### src/rtl/baton_beat_scheduler.sv
// Baton beat scheduler: decimated measure strobe, hold-off qualified beats and a valid/ready beat-period port.
// Optional build macro BATON_BEAT_AVG_EN: period_out carries the mean of the last four periods.
module baton_beat_scheduler #(
   parameter int SAMPLE_DIV  = 4,
   parameter int HOLDOFF_CYC = 2000000,
   parameter int MAX_PERIOD  = 50000000,
   parameter int PERIOD_W    = 26
) (
   input  logic                clk_camera_in,
   input  logic                rst_n_in,
   input  logic                enable_in,
   input  logic                frame_done_in,
   input  logic                change_in,
   output logic                measure_out,
   output logic                beat_out,
   output logic [PERIOD_W-1:0] period_out,
   output logic                period_valid_out,
   input  logic                period_ready_in,
   output logic                timeout_out,
   output logic                overrun_out
);

   localparam int HOLD_W = $clog2(HOLDOFF_CYC + 1);

   typedef enum logic [1:0] {IDLE, ARMED, HOLDOFF, RUN} state_t;

   state_t              state_q, state_d;
   logic [1:0]          rst_sync_q;
   logic [7:0]          div_q, div_d;
   logic [HOLD_W-1:0]   hold_q, hold_d;
   logic [PERIOD_W-1:0] per_cnt_q, per_cnt_d;
   logic [PERIOD_W-1:0] pout_q, pout_d;
   logic                pval_q, pval_d;
   logic                beat_q, beat_d;
   logic                meas_q, meas_d;
   logic                tmo_q, tmo_d;
   logic                ovr_q, ovr_d;
   logic                load;
   logic [PERIOD_W-1:0] raw_per;
   logic [PERIOD_W-1:0] per_value;

`ifdef BATON_BEAT_AVG_EN
   logic [PERIOD_W-1:0] hist_q [3];
   logic [PERIOD_W-1:0] hist_d [3];
   logic [1:0]          hcnt_q, hcnt_d;
   logic [PERIOD_W+1:0] sum;
`endif

   // Reset asserts asynchronously; release is held off two clocks so all state leaves reset together.
   always_ff @(posedge clk_camera_in or negedge rst_n_in) begin
      if (!rst_n_in) rst_sync_q <= 2'b00;
      else           rst_sync_q <= {rst_sync_q[0], 1'b1};
   end

   assign raw_per = per_cnt_q + PERIOD_W'(1);

`ifdef BATON_BEAT_AVG_EN
   assign sum       = {2'b00, raw_per} + {2'b00, hist_q[0]} + {2'b00, hist_q[1]} + {2'b00, hist_q[2]};
   assign per_value = (hcnt_q == 2'd3) ? sum[PERIOD_W+1:2] : raw_per;
`else
   assign per_value = raw_per;
`endif

   always_comb begin
      state_d   = state_q;
      div_d     = div_q;
      hold_d    = hold_q;
      per_cnt_d = per_cnt_q;
      pout_d    = pout_q;
      pval_d    = pval_q;
      ovr_d     = ovr_q;
      beat_d    = 1'b0;
      meas_d    = 1'b0;
      tmo_d     = 1'b0;
      load      = 1'b0;
`ifdef BATON_BEAT_AVG_EN
      hist_d    = hist_q;
      hcnt_d    = hcnt_q;
`endif
      if (!enable_in) begin
         state_d   = IDLE;
         div_d     = 8'd0;
         hold_d    = '0;
         per_cnt_d = '0;
      end else begin
         if (state_q != IDLE && frame_done_in) begin
            if (div_q == 8'(SAMPLE_DIV - 1)) begin
               div_d  = 8'd0;
               meas_d = 1'b1;
            end else begin
               div_d = div_q + 8'd1;
            end
         end
         case (state_q)
            IDLE: state_d = ARMED;
            ARMED: begin
               if (change_in) begin
                  beat_d    = 1'b1;
                  per_cnt_d = '0;
                  hold_d    = '0;
                  state_d   = HOLDOFF;
               end
            end
            HOLDOFF: begin
               per_cnt_d = per_cnt_q + PERIOD_W'(1);
               hold_d    = hold_q + HOLD_W'(1);
               if (per_cnt_q == PERIOD_W'(MAX_PERIOD - 1)) begin
                  tmo_d     = 1'b1;
                  per_cnt_d = '0;
                  state_d   = ARMED;
               end else if (hold_q == HOLD_W'(HOLDOFF_CYC - 1)) begin
                  state_d = RUN;
               end
            end
            RUN: begin
               per_cnt_d = per_cnt_q + PERIOD_W'(1);
               // Timeout takes priority over a coincident direction change.
               if (per_cnt_q == PERIOD_W'(MAX_PERIOD - 1)) begin
                  tmo_d     = 1'b1;
                  per_cnt_d = '0;
                  state_d   = ARMED;
               end else if (change_in) begin
                  beat_d    = 1'b1;
                  load      = 1'b1;
                  per_cnt_d = '0;
                  hold_d    = '0;
                  state_d   = HOLDOFF;
               end
            end
            default: state_d = IDLE;
         endcase
      end

      if (pval_q && period_ready_in) pval_d = 1'b0;
      if (load) begin
         pout_d = per_value;
         pval_d = 1'b1;
         if (pval_q && !period_ready_in) ovr_d = 1'b1;
`ifdef BATON_BEAT_AVG_EN
         hist_d[0] = raw_per;
         hist_d[1] = hist_q[0];
         hist_d[2] = hist_q[1];
         if (hcnt_q != 2'd3) hcnt_d = hcnt_q + 2'd1;
`endif
      end
`ifdef BATON_BEAT_AVG_EN
      if (state_d == IDLE || state_d == ARMED) hcnt_d = 2'd0;
`endif

      if (!rst_sync_q[1]) begin
         state_d   = IDLE;
         div_d     = 8'd0;
         hold_d    = '0;
         per_cnt_d = '0;
         pout_d    = '0;
         pval_d    = 1'b0;
         ovr_d     = 1'b0;
         beat_d    = 1'b0;
         meas_d    = 1'b0;
         tmo_d     = 1'b0;
`ifdef BATON_BEAT_AVG_EN
         hcnt_d    = 2'd0;
`endif
      end
   end

   always_ff @(posedge clk_camera_in or negedge rst_n_in) begin
      if (!rst_n_in) begin
         state_q   <= IDLE;
         div_q     <= 8'd0;
         hold_q    <= '0;
         per_cnt_q <= '0;
         pout_q    <= '0;
         pval_q    <= 1'b0;
         ovr_q     <= 1'b0;
         beat_q    <= 1'b0;
         meas_q    <= 1'b0;
         tmo_q     <= 1'b0;
      end else begin
         state_q   <= state_d;
         div_q     <= div_d;
         hold_q    <= hold_d;
         per_cnt_q <= per_cnt_d;
         pout_q    <= pout_d;
         pval_q    <= pval_d;
         ovr_q     <= ovr_d;
         beat_q    <= beat_d;
         meas_q    <= meas_d;
         tmo_q     <= tmo_d;
      end
   end

`ifdef BATON_BEAT_AVG_EN
   always_ff @(posedge clk_camera_in or negedge rst_n_in) begin
      if (!rst_n_in) begin
         hcnt_q <= 2'd0;
         for (int i = 0; i < 3; i++) hist_q[i] <= '0;
      end else begin
         hcnt_q <= hcnt_d;
         for (int i = 0; i < 3; i++) hist_q[i] <= hist_d[i];
      end
   end
`endif

   assign measure_out      = meas_q;
   assign beat_out         = beat_q;
   assign period_out       = pout_q;
   assign period_valid_out = pval_q;
   assign timeout_out      = tmo_q;
   assign overrun_out      = ovr_q;

endmodule
### config.mk
export PLATFORM = sky130hd
export DESIGN_NAME = baton_beat_scheduler
export DESIGN_NICKNAME = d
export VERILOG_FILES = /design/src/rtl/baton_beat_scheduler.sv
export SDC_FILE = /design/constraint.sdc
export NUM_CORES = 1
export LEC_CHECK = 0
export ABC_AREA = 1
export ABC_CLOCK_PERIOD_IN_PS = 1850
export BUFFER_PORTS_ARGS = -buffer_cell sky130_fd_sc_hd__buf_4
export CORE_UTILIZATION = 55
export CTS_BUF_LIST = sky130_fd_sc_hd__clkbuf_4
export CTS_CLUSTER_DIAMETER = 150
export DETAILED_ROUTE_END_ITERATION = 10
export PLACE_DENSITY = 0.77
export SYNTH_ARGS = -nofsm -noshare
export SYNTH_HDL_FRONTEND = slang
export SYNTH_SLANG_ARGS = --single-unit
### constraint.sdc
create_clock -name clk_camera_in -period 1.85 [get_ports clk_camera_in]
set_clock_uncertainty 0.15 [all_clocks]
set_input_delay 0.0925 -clock clk_camera_in [delete_from_list [all_inputs] [get_ports clk_camera_in]]
set_output_delay 0.0925 -clock clk_camera_in [all_outputs]
set_load 0.05 [all_outputs]
Yosys cells after proc, flatten, opt, wreduce, memory -nomap -nowiden
Cells that the tools add are included.
- bits in registers: 90
- bits of input ports: 6
- output and inout port bits: 31
- word-level logic and storage cells: 84
- $add $sub $neg: 3
- equal/unequal tests: 14
- muxes and demuxes: 46
- reductions and logical operators: 10
- operator list (operator ; count):
    26-bit two-way mux ; 8
    21-bit two-way mux ; 4
    26-bit one-hot mux with 3 select lines ; 1
    21-bit one-hot mux with 3 select lines ; 1
    8-bit two-way mux ; 4
    26-bit by 1-bit adder with 26-bit output, second input constant ; 1
    26-bit equality test, second input constant ; 1
    21-bit by 1-bit adder with 21-bit output, second input constant ; 1
    21-bit equality test, second input constant ; 1
    1-bit two-way mux ; 20
    2-bit two-way mux ; 6
    8-bit by 1-bit adder with 8-bit output, second input constant ; 1
    8-bit by 2-bit equality test with 1-bit output, second input constant ; 1
    4-bit inequality test, second input constant ; 2
    2-bit one-hot mux with 4 select lines ; 1
    2-bit AND reduction ; 3
    5-bit by 2-bit inequality test with 1-bit output, second input constant ; 1
    5-bit inequality test, second input constant ; 1
    2-bit equality test, second input constant ; 2
    2-bit by 1-bit inequality test with 1-bit output, second input constant ; 2
    1-bit logical AND ; 3
    3-bit by 1-bit inequality test with 1-bit output, second input constant ; 1
    3-bit by 2-bit inequality test with 1-bit output, second input constant ; 1
    2-bit by 1-bit equality test with 1-bit output, second input constant ; 1
    5 further kinds ; 5

Depth between registers and ports, before layout
Gate-level depths: netlist of run 1.
- depth after elaboration: 6
- mapped depth: 11
- mapped depth without buffers: 10

Worst setup path before layout of run 1
Ideal clock, no wire load.
- kind: flip-flop to flip-flop
- from: register per_cnt_q[0]
- to: register pout_q[16], in the netlist period_out[16]
- setup time: 0.066 ns
- data arrival time: 1.622 ns
- data required time: 1.634 ns
- slack: 0.011 ns
- stages on the path, launching flop included: 11
- buffers on the path: 1
- period minus slack after synthesis: 1.839 ns
- cells stage by stage: dfrtp_1 -> ha_1 -> nand3_1 -> nor2_2 -> nand2_2 -> nor2_2 -> nand3_2 -> nand3_2 -> buf_4 -> or2_2 -> nand2_1
- cells in the longest elaborated chain, start to end: 5
- elaborated cells between the ends (all ways): 8
- classes of those cells: 1 x add/sub; 2 x eq/ne; 5 x mux
- RTL lines (item ; RTL line ; text):
    start: declaration ; 31 ; logic [PERIOD_W-1:0] per_cnt_q, per_cnt_d;
    start signal: assignment ; 183 ; per_cnt_q <= per_cnt_d;
    branches (longest 5 deep; another with 26-bit by 1-bit adder with 26-bit output) ; -- ;
    end signal: assignment ; 184 ; pout_q <= pout_d;
    end: declaration ; 32 ; logic [PERIOD_W-1:0] pout_q, pout_d;
Several ways; the timed one is not identified. The select of a mux whose other input is x is not followed.
A chain may end at the register's enable or synchronous reset.

Worst setup path after layout of run 1
- from: register per_cnt_q[0]
- to: register pout_q[2], in the netlist period_out[2]
The elaborated chain is that of the path after synthesis.

==> results of run 1 <==
[registers in the layout (all words and copies together), names as in the netlist, 2 cells and up]
signal,flops
hold_q,21
state_q,2
period_out,26
div_q,8
rst_sync_q,2
per_cnt_q,26
[cells in the final DEF, fill, tap and decap left out, types with 4 or more instances in the layout]
master / n
nand2_2: 18
nor2_2: 16
nor3_1: 17
or2_2: 5
nand2_4: 4
buf_12: 6
inv_1: 55
or2_1: 10
nand3_1: 79
o21ai_1: 9
inv_2: 9
nand2_1: 192
o21ai_0: 8
clkbuf_4: 10
xor2_1: 18
nor2_4: 6
buf_6: 8
o21ai_2: 14
nand3_4: 4
nand4_1: 11
dlygate4sd3_1: 7
nor2_1: 69
buf_4: 97
nand3_2: 10
dfrtp_1: 88
nor3_2: 6
o22ai_1: 17
[timing repair]
item / in CTS / in global routing
hold buffers: 7 / 2
hold endpoints to repair: 100 / 21
setup buffers: 2 / 8
gates cloned: 0 / 5
pin swaps: 2 / 26
resized for setup: 17 / 60
setup endpoints to repair: 59 / 103
[power groups by stage]
stage / sequential (mW) / combinational (mW) / clock [mW]
after floorplan: 2.01 / 0.0995 / 0
after global placement: 2.01 / 0.202 / 0
after detailed placement: 2.01 / 0.209 / 0
after CTS: 1.97 / 0.232 / 0.958
after global routing: 1.98 / 0.281 / 1.04
final: 1.97 / 0.259 / 0.953
[area by class of cell]
class / instances / area share [%]
Tap cell: 129 / 2.35
Timing Repair Buffer: 121 / 15.7
Multi-Input combinational cell: 539 / 43.5
Inverter: 70 / 4.11
Clock buffer: 10 / 1.09
Clock inverter: 5 / 0.473
Sequential cell: 90 / 32.8
[layer usage]
layer  GRT usage (%)  vias to the layer above  routed length (um)
met5               0                        -                   0
met4            7.36                        0                 346
met3            4.92                       48                1090
met2            46.7                      227                7150
met1            42.2                     2601                6660
li1                -                     2546                   -
[cells in the mapped netlist (2+ instances only)]
library cell	n	area (sq um)
nor2_1	79	297
o22ai_1	18	113
xor2_1	21	184
nor2_2	9	56.3
nand4_1	11	68.8
nand2_4	2	22.5
xnor2_1	2	17.5
nor3_1	22	110
nand3_2	8	80.1
clkinv_1	2	7.51
buf_4	2	15.0
inv_2	11	41.3
o21bai_1	2	15.0
buf_2	6	30.0
o21ai_1	8	40.0
nand2_2	4	25.0
o21ai_0	10	50.1
dfrtp_1	90	2250
clkbuf_1	3	11.3
nand2_1	208	781
or2_1	10	62.6
inv_1	56	210
buf_1	3	11.3
ha_1	7	87.6
buf_6	6	67.6
or2_2	5	31.3
o21ai_2	13	114
nor2_4	3	33.8
a21oi_1	3	15.0
nand3_1	84	420
[worst min-delay path by stage]
stage	slack, ns	to
3_3_place_gp	-0.1	period_out[21]
4_1_cts	0.06	period_out[23]
2_1_floorplan	-0.35	beat_out
6_report	0.02	period_out[23]
5_1_grt	0.07	period_out[23]
3_5_place_dp	-0.09	period_out[21]
[worst max-delay path: stages (launching register included)]
cell and delay, ns:
dfrtp_1 0.40, ha_2 0.24, nand3_2 0.12, nor2_2 0.17, nand2_2 0.09, buf_6 0.15
inv_6 0.07, nand2_4 0.06, nand4_4 0.14, clkbuf_16 0.19, nand3_1 0.07, nand2_1 0.08
[cells by family (layout without fill, tap and decap cells)]
family / count (synthesis) / after routing / share of synthesized area (%)
other: 1 / 1 / 0.0696
flip-flops: 90 / 90 / 41.8
AO/OA/AOI/OAI: 58 / 58 / 7.33
buffers and inverters: 90 / 206 / 7.43
AND/OR/NAND/NOR: 450 / 450 / 38.0
adder cells (fa/ha/maj): 7 / 7 / 1.62
XOR/XNOR: 23 / 23 / 3.74
==> impl_metrics.ini, run 1 <==
[outcome]
status = finished with violations
violations = setup timing

[finish]
seqCellArea_sq_mm = 0.00225
drive_gt1_share_pct = 28.6
area_growth_syn_to_layout_pct = 27.7
layout.cells.non_filler = 964
final_util_pct = 73.4
multiInputGateArea_sq_mm = 0.00299
n_antenna_cell = 0
fillCellCount = 704
finalNetCount = 844
finalInstanceArea_sq_mm = 0.00688

[critical_path]
worstSetupStartpoint = per_cnt_q[0]
endpoint = period_out[2]
critPathKind = reg2reg
worst_setup_path_end_kind = flop
reg2reg_to = period_out[2]
cp-start-kind = flop
worst_ep_arrival_time_ns = 2.21
worstReg2RegStart = per_cnt_q[0]
reg2reg_depth = 11
rrSetupSlack_ns = -0.13
cp_data_required_time_ns = 2.08
cp_max_fo = 7

[clock_tree]
tritoncts = yes
cts-root-buf = clkbuf_4
cts_sinks = 90
clk_path_buf_depth = 2
insertion_delay_ns = 0.46
htree_levels = 3
cts_buffers = 9
clk_pin_slew_ns = 0.16

[sta]
tns_ns = -6.21
relSlewSlack_pct = 64.5
finalCritPeriodShare_pct = 107
worstMarginPinSlew_ns = 0.530
setup_viol = 76
slew_violations = 0
period_needed_ns = 1.98
max_freq_ghz = 0.506
hold_viol = 0
whs_ns = 0.0237
worst_slack_ns = -0.128
rsz0062_at_grt = yes

[placed_design]
dp_cells = 926
gp_congestion = 1.02
pre_cts_ws_ns = -0.149
place_area_sq_mm = 0.00622
port-buffer-count = 36
place_hpwl_mm = 9.90

[logic_synthesis]
ys_warn_count = 0
ys_types = 41
postSynthAreaPerCell_sq_um = 7.50
ys.flop_type = dfrtp_1
netlist_area_sq_mm = 0.00539
ys_seq_area_share_pct = 41.8
syn_nets = 732
synth_edf_count = 0
async_reset_ff_share_pct = 100
syn_inst = 719
synth-seq-cells = 90

[die]
ios = 37
die-area_sq_mm = 0.0102
initial_core_util_pct = 57.5
dieWidth_um = 101
die_y_um = 101
row_count = 35
core-area_sq_mm = 0.00937

[route]
vias = 5422
ant_nets = 0
drt_iter0_markers = 550
firstDrtPassIters = 8
post-route-drc-count = 0
wl_per_cell_um = 15.8
wl_mm = 15.3
vias_per_cell = 5.62

[power]
ir_drop_mv = 0.526
power.total_mw = 3.19
p_comb_share_pct = 8.1
p_per_area_mw_per_mm2 = 463
sequentialPowerShare_pct = 62.0
power.leakage_nw = 3.13
swShare_pct = 26.5
p_switching_uw = 844
p_int_mw = 2.34
power.share.clock_pct = 29.9

[job]
max_cap_viol_count = 0

[global_routing]
overflow = 0
grt_use_total_pct = 29.4
antenna_found_initial = 0
grt_max_degree = 61
grt_pass1_vias = 4897
grt_pass1_wl_mm = 23.4

[worst_hold_path]
hold_path.class = in2async
No activity file was read; power rests on OpenSTA's default activity.
==> run 2: changes to the inputs <==
--- a/config.mk
+++ b/config.mk
@@ -5,14 +5,13 @@
 export SDC_FILE = /design/constraint.sdc
 export NUM_CORES = 1
 export LEC_CHECK = 0
-export ABC_AREA = 1
-export ABC_CLOCK_PERIOD_IN_PS = 1850
 export BUFFER_PORTS_ARGS = -buffer_cell sky130_fd_sc_hd__buf_4
+export CORE_ASPECT_RATIO = 0.7
 export CORE_UTILIZATION = 55
 export CTS_BUF_LIST = sky130_fd_sc_hd__clkbuf_4
 export CTS_CLUSTER_DIAMETER = 150
 export DETAILED_ROUTE_END_ITERATION = 10
-export PLACE_DENSITY = 0.77
+export PLACE_DENSITY = 0.78
 export SYNTH_ARGS = -nofsm -noshare
 export SYNTH_HDL_FRONTEND = slang
 export SYNTH_SLANG_ARGS = --single-unit
==> run 2 against run 1 <==
Effect of this change:
- highest routed layer unchanged
- global-route usage rose by 5.5 points
- sequential power barely moved
- the flow still finishes with violations (setup timing)
- register-to-register slack got worse by 0.20 ns
- routed wire length rose by 24%
- fmax fell by 9.1%
- flip-flop and latch count did not move
- area after synthesis fell by 8.0%
- final cell count fell by 18%
- setup slack got worse by 0.20 ns
- largest cell class unchanged
==> impl_metrics.ini, run 2 <==
[logic_synthesis]
synthTopCellsByCount = dfrtp_1 (90), nand3_1 (44), nand2_1 (33)
syn_inst = 508
postSynthAreaPerCell_sq_um = 9.77
ys_types = 63
synth_edf_count = 0
syn_nets = 521
yosysTopAreaCell = dfrtp_1
synth_most_common_cell = dfrtp_1
synth-seq-cells = 90
async_reset_ff_share_pct = 100
yosysTopAreaCellShare_pct = 45.4
synth_top_cells_by_area = dfrtp_1 (45%), o2bb2ai_1 (4.8%), nand3_1 (4.4%), mux2i_1 (3.2%), o21ai_0 (3.0%)
ys.flop_type = dfrtp_1
ys_seq_area_share_pct = 45.4
netlist_area_sq_mm = 0.00496
ys_warn_count = 0

[route]
post-route-drc-count = 0
vias_per_cell = 6.90
firstDrtPassIters = 6
drt_iter0_markers = 617
wl_per_cell_um = 23.9
vias = 5446
ant_nets = 0
wl_mm = 18.8

[power]
p_comb_share_pct = 10.8
swShare_pct = 27.5
p_switching_uw = 918
power.total_mw = 3.33
power.share.clock_pct = 29.9
ir_drop_mv = 0.553
sequentialPowerShare_pct = 59.3
p_int_mw = 2.41
power.leakage_nw = 3.14
p_per_area_mw_per_mm2 = 461

[critical_path]
worst_ep_arrival_time_ns = 2.44
cp_max_fo = 18
critPathKind = reg2reg
cp-start-kind = flop
worst_setup_path_end_kind = flop
cp_data_required_time_ns = 2.11

[die]
ios = 37
dieWidth_um = 116
row_count = 28
die_y_um = 81.5
initial_core_util_pct = 57.8
die-area_sq_mm = 0.00941
core-area_sq_mm = 0.00858

[sta]
max_freq_ghz = 0.460
period_needed_ns = 2.18
whs_ns = 0.220
hold_viol = 0
slew_violations = 0
setup_viol = 86
worst_slack_ns = -0.325
finalCritPeriodShare_pct = 118
rsz0062_at_grt = yes

[worst_hold_path]
hold_path.class = reg2reg

[finish]
layout_commonest_cell = buf_4
drive_gt1_share_pct = 46.8
final_util_pct = 84.2
fillCellCount = 393
final_cell_mix = buf_4 (139), dfrtp_1 (89), nand3_1 (31)
finalInstanceArea_sq_mm = 0.00723
finalNetCount = 678
n_antenna_cell = 0
area_growth_syn_to_layout_pct = 45.6

[global_routing]
antenna_found_initial = 0
grt_pass1_wl_mm = 24.9
grt_use_total_pct = 34.9
grt_pass1_vias = 4835
overflow = 0
grt_max_degree = 46

[clock_tree]
htree_levels = 3
cts_buffers = 9
cts-root-buf = clkbuf_4
clk_path_buf_depth = 2
insertion_delay_ns = 0.49
clk_pin_slew_ns = 0.15
tritoncts = yes
cts_sinks = 90

[placed_design]
place_hpwl_mm = 9.29
gp_congestion = 0.927
place_area_sq_mm = 0.00627
port-buffer-count = 36
pre_cts_ws_ns = -0.286

[outcome]
status = finished with violations
violations = setup timing

[job]
max_cap_viol_count = 0
## run 2: changes by cell type after synthesis, moves of 20 or more
cell,delta
inv_1,-34
nand3_1,-40
nor2_1,-62
a21oi_1,+24
o21ai_0,+20
o2bb2ai_1,+27
nand2_1,-175
## run 2: worst paths after layout
check                           cells past startpoint  slack [ns]     startpoint       endpoint
max in group asynchronous                           4        0.63       rst_n_in       div_q[7]
worst max register to register                      7       -0.33  per_cnt_q[24]      hold_q[7]
worst min register to register                      0        0.22  rst_sync_q[0]  rst_sync_q[1]
worst min-delay path                                0        0.22  rst_sync_q[0]  rst_sync_q[1]
min in group asynchronous                           3        0.44       rst_n_in   per_cnt_q[3]
worst max-delay path                                7       -0.33  per_cnt_q[24]      hold_q[7]
## run 2: layer usage
| layer | vias up | part of all wire (%) | track usage, % |
|---|---|---|---|
| met5 | - | 0 | 0 |
| met2 | 507 | 45 | 56.0 |
| met3 | 150 | 11 | 7.38 |
| li1 | 2176 | - | - |
| met1 | 2613 | 38 | 46.2 |
| met4 | 0 | 5.9 | 15.1 |
## run 2: timing repair
| item | in CTS | in global routing |
|---|---|---|
| hold buffers | 7 | 0 |
| cloned | 3 | 3 |
| endpoints found under the hold margin | 101 | 0 |
| resized for setup | 68 | 49 |
| buffers inserted | 24 | 11 |
| pin swaps | 34 | 19 |
| setup endpoints to repair | 83 | 86 |
## run 2: logic make-up after synthesis
kind of cell / count (synthesis) / synth area share (%)
and+or+nand+nor: 186 / 21.6
AOI/OAI and AO/OA: 128 / 18.0
DFF: 90 / 45.4
buffers and inverters: 54 / 5.35
xor gates and xnor gates: 26 / 4.59
muxes: 16 / 3.23
adders and majority gates: 7 / 1.76
other: 1 / 0.0756
## run 2: final cells by class
class | count | area [sq um] | area share (%)
sequential | 90 | 2250 | 31.2
clock buffer | 11 | 82.6 | 1.14
clock inverter | 4 | 21.3 | 0.294
multi-input combinational | 365 | 3070 | 42.5
timing repair buffer | 177 | 1570 | 21.7
tap | 120 | 150 | 2.08
inverter | 22 | 82.6 | 1.14
## run 2: through the flow
stage	setup TNS [ns]	std cells
2_1_floorplan	-2.55	508
3_3_place_gp	-6.10	729
3_5_place_dp	-10.34	729
4_1_cts	-7.76	777
5_1_grt	-20.76	789
6_report	-17.24	789
## run 2: worst max-delay path, cell delays in order (launching register included)
cell and delay (ns):
dfrtp_1 0.46, nor4b_4 0.36, buf_4 0.18, nand4_4 0.14, o211ai_4 0.26, buf_12 0.20, nand3b_1 0.19, mux2i_1 0.19
## run 2: power groups by stage
| stage | sequential, mW | combinational [mW] | clock (mW) |
|---|---|---|---|
| after floorplan | 2.01 | 0.130 | 0 |
| after global placement | 2.01 | 0.246 | 0 |
| after detailed placement | 2.01 | 0.256 | 0 |
| after CTS | 1.97 | 0.303 | 0.972 |
| after global routing | 1.98 | 0.376 | 1.05 |
| final | 1.97 | 0.361 | 0.996 |
==> run 3: changes to the inputs <==
--- a/config.mk
+++ b/config.mk
@@ -11,6 +11,7 @@
 export CTS_BUF_LIST = sky130_fd_sc_hd__clkbuf_4
 export CTS_CLUSTER_DIAMETER = 150
 export DETAILED_ROUTE_END_ITERATION = 10
+export MAX_ROUTING_LAYER = met4
 export PLACE_DENSITY = 0.78
 export SYNTH_ARGS = -nofsm -noshare
 export SYNTH_HDL_FRONTEND = slang
==> constraint.sdc (replaced) <==
create_clock -name clk_camera_in -period 1.85 [get_ports clk_camera_in]
set_clock_uncertainty 0.15 [all_clocks]
set_input_delay 0.37 -clock clk_camera_in [delete_from_list [all_inputs] [get_ports clk_camera_in]]
set_output_delay 0.37 -clock clk_camera_in [all_outputs]
set_load 0.05 [all_outputs]
==> run 3 against run 2 <==
Effect of this change:
- via count decreased by 3.5%
- total power rose by 7.1%
- critical path depth unchanged
- global-route usage decreased by 2.8 points
- flip-flop and latch count stayed put
- first-iteration DRC count fell by 9.9%
- non-clock buffer count is 20 lower
- cell area fell by 0.59%
- the run still ends with setup timing left
==> impl_metrics.ini, run 3 (synthesis gave the netlist of run 2 again) <==
[outcome]
status = finished with violations
violations = setup timing

[route]
vias = 5255
vias_per_cell = 6.82
wl_mm = 18.3
ant_nets = 0
firstDrtPassIters = 5
drt_iter0_markers = 556
wl_per_cell_um = 23.8
post-route-drc-count = 0

[clock_tree]
htree_levels = 3
cts_sinks = 90
cts-root-buf = clkbuf_4
clk_path_buf_depth = 2
tritoncts = yes
clk_pin_slew_ns = 0.15
cts_buffers = 9
insertion_delay_ns = 0.47

[die]
die-area_sq_mm = 0.00941
core-area_sq_mm = 0.00858
ios = 37
dieWidth_um = 116
row_count = 28
die_y_um = 81.5
initial_core_util_pct = 57.8

[placed_design]
place_hpwl_mm = 9.05
gp_congestion = 0.922
port-buffer-count = 36

[critical_path]
worst_ep_arrival_time_ns = 2.58
worstSetupStartpoint = per_cnt_q[0]
cp_max_fo = 9
cp_data_required_time_ns = 2.10
worstReg2RegStart = per_cnt_q[0]
cp-start-kind = flop
critPathKind = reg2reg
reg2reg_to = per_cnt_q[24]
endpoint = per_cnt_q[24]
rrSetupSlack_ns = -0.48
worst_setup_path_end_kind = flop
reg2reg_depth = 7

[finish]
final_cell_mix = buf_4 (125), dfrtp_1 (89), nand3_1 (33)
drive_gt1_share_pct = 45.7
layout_commonest_cell = buf_4
finalNetCount = 658
area_growth_syn_to_layout_pct = 44.8
n_antenna_cell = 0
fillCellCount = 410

[power]
p_comb_share_pct = 9.6
sequentialPowerShare_pct = 55.3
power.share.clock_pct = 35.1
power.total_mw = 3.57
p_int_mw = 2.67
swShare_pct = 25.2
p_per_area_mw_per_mm2 = 497
p_switching_uw = 902
power.leakage_nw = 3.08
ir_drop_mv = 0.464

[sta]
max_freq_ghz = 0.430
worst_slack_ns = -0.476
relSlewSlack_pct = 64.6
finalCritPeriodShare_pct = 126
setup_viol = 85
worstMarginPinSlew_ns = 0.527
period_needed_ns = 2.33
hold_viol = 0
slew_violations = 0
rsz0062_at_grt = yes
whs_ns = 0.0611

[global_routing]
overflow = 0
grt_pass1_vias = 4446
grt_max_degree = 48
antenna_found_initial = 0
grt_use_total_pct = 32.1
grt_pass1_wl_mm = 22.1

[worst_hold_path]
hp-start = period_ready_in
hold_path.class = in2reg

[job]
max_cap_viol_count = 0
## run 3: changes by cell type in the layout (fill, tap and decap cells not counted), sizes merged
cell	change
clkinv	+1
dlygate4sd3	-5
clkinvlp	-1
bufinv	+2
clkbuf	+1
buf	-17
## run 3: through the flow
| step | setup TNS (ns) | setup slack, ns | area, sq um | cells | util, % |
|---|---|---|---|---|---|
| 5_1_grt | -24.07 | -0.471 | 7180 | 770 | 83.7 |
| 2_1_floorplan | -2.55 | -0.0905 | 5260 | 508 | - |
| 4_1_cts | -7.18 | -0.158 | 6670 | 755 | 77.7 |
| 3_5_place_dp | -10.81 | -0.310 | 6270 | 724 | 73.0 |
| 6_report | -22.30 | -0.476 | 7180 | 770 | 83.7 |
| 3_3_place_gp | -4.92 | -0.185 | 6270 | 724 | 73.0 |
## run 3: worst min-delay path by stage
stage	endpoint	slack, ns	depth (start not counted)
2_1_floorplan	beat_out	-0.08	0
3_3_place_gp	period_out[17]	0.15	1
3_5_place_dp	period_out[17]	0.15	1
4_1_cts	period_valid_out	0.03	4
5_1_grt	period_valid_out	0.05	4
6_report	period_valid_out	0.06	4
## run 3: layout make-up
class | instances | area (sq um) | share of cell area [%]
inverter | 22 | 82.6 | 1.15
multi-input combinational | 365 | 3100 | 43.2
clock inverter | 6 | 81.3 | 1.13
tap | 120 | 150 | 2.09
sequential | 90 | 2250 | 31.4
timing repair buffer | 157 | 1440 | 20.0
clock buffer | 10 | 75.1 | 1.05
## run 3: metal layers
layer	GRT usage, %	share of wire, %
met1	43.3	38
met2	48.7	46
met3	6.42	10
met4	11.2	5.9
met5	-	0
## run 3: timing repair
item | in CTS | in global routing
endpoints found under the setup margin | 80 | 86
setup buffers | 11 | 13
pin swaps | 3 | 29
hold buffers | 1 | 0
gates resized for setup | 32 | 81
cloned | 3 | 4
endpoints found under the hold margin | 71 | 0
## run 3: power groups by stage
stage	combinational (mW)	clock (mW)	sequential (mW)
after global routing	0.361	1.34	1.98
after detailed placement	0.254	0	2.01
after floorplan	0.130	0	2.01
after CTS	0.277	1.26	1.97
final	0.344	1.25	1.98
after global placement	0.245	0	2.01
## run 3: worst max-delay path: stages (launching register included)
cell	delay (ns)
dfrtp_1	0.44
ha_4	0.17
nand4_1	0.20
nor3_1	0.29
buf_4	0.25
nand4_1	0.25
or3_1	0.39
o21ai_1	0.11
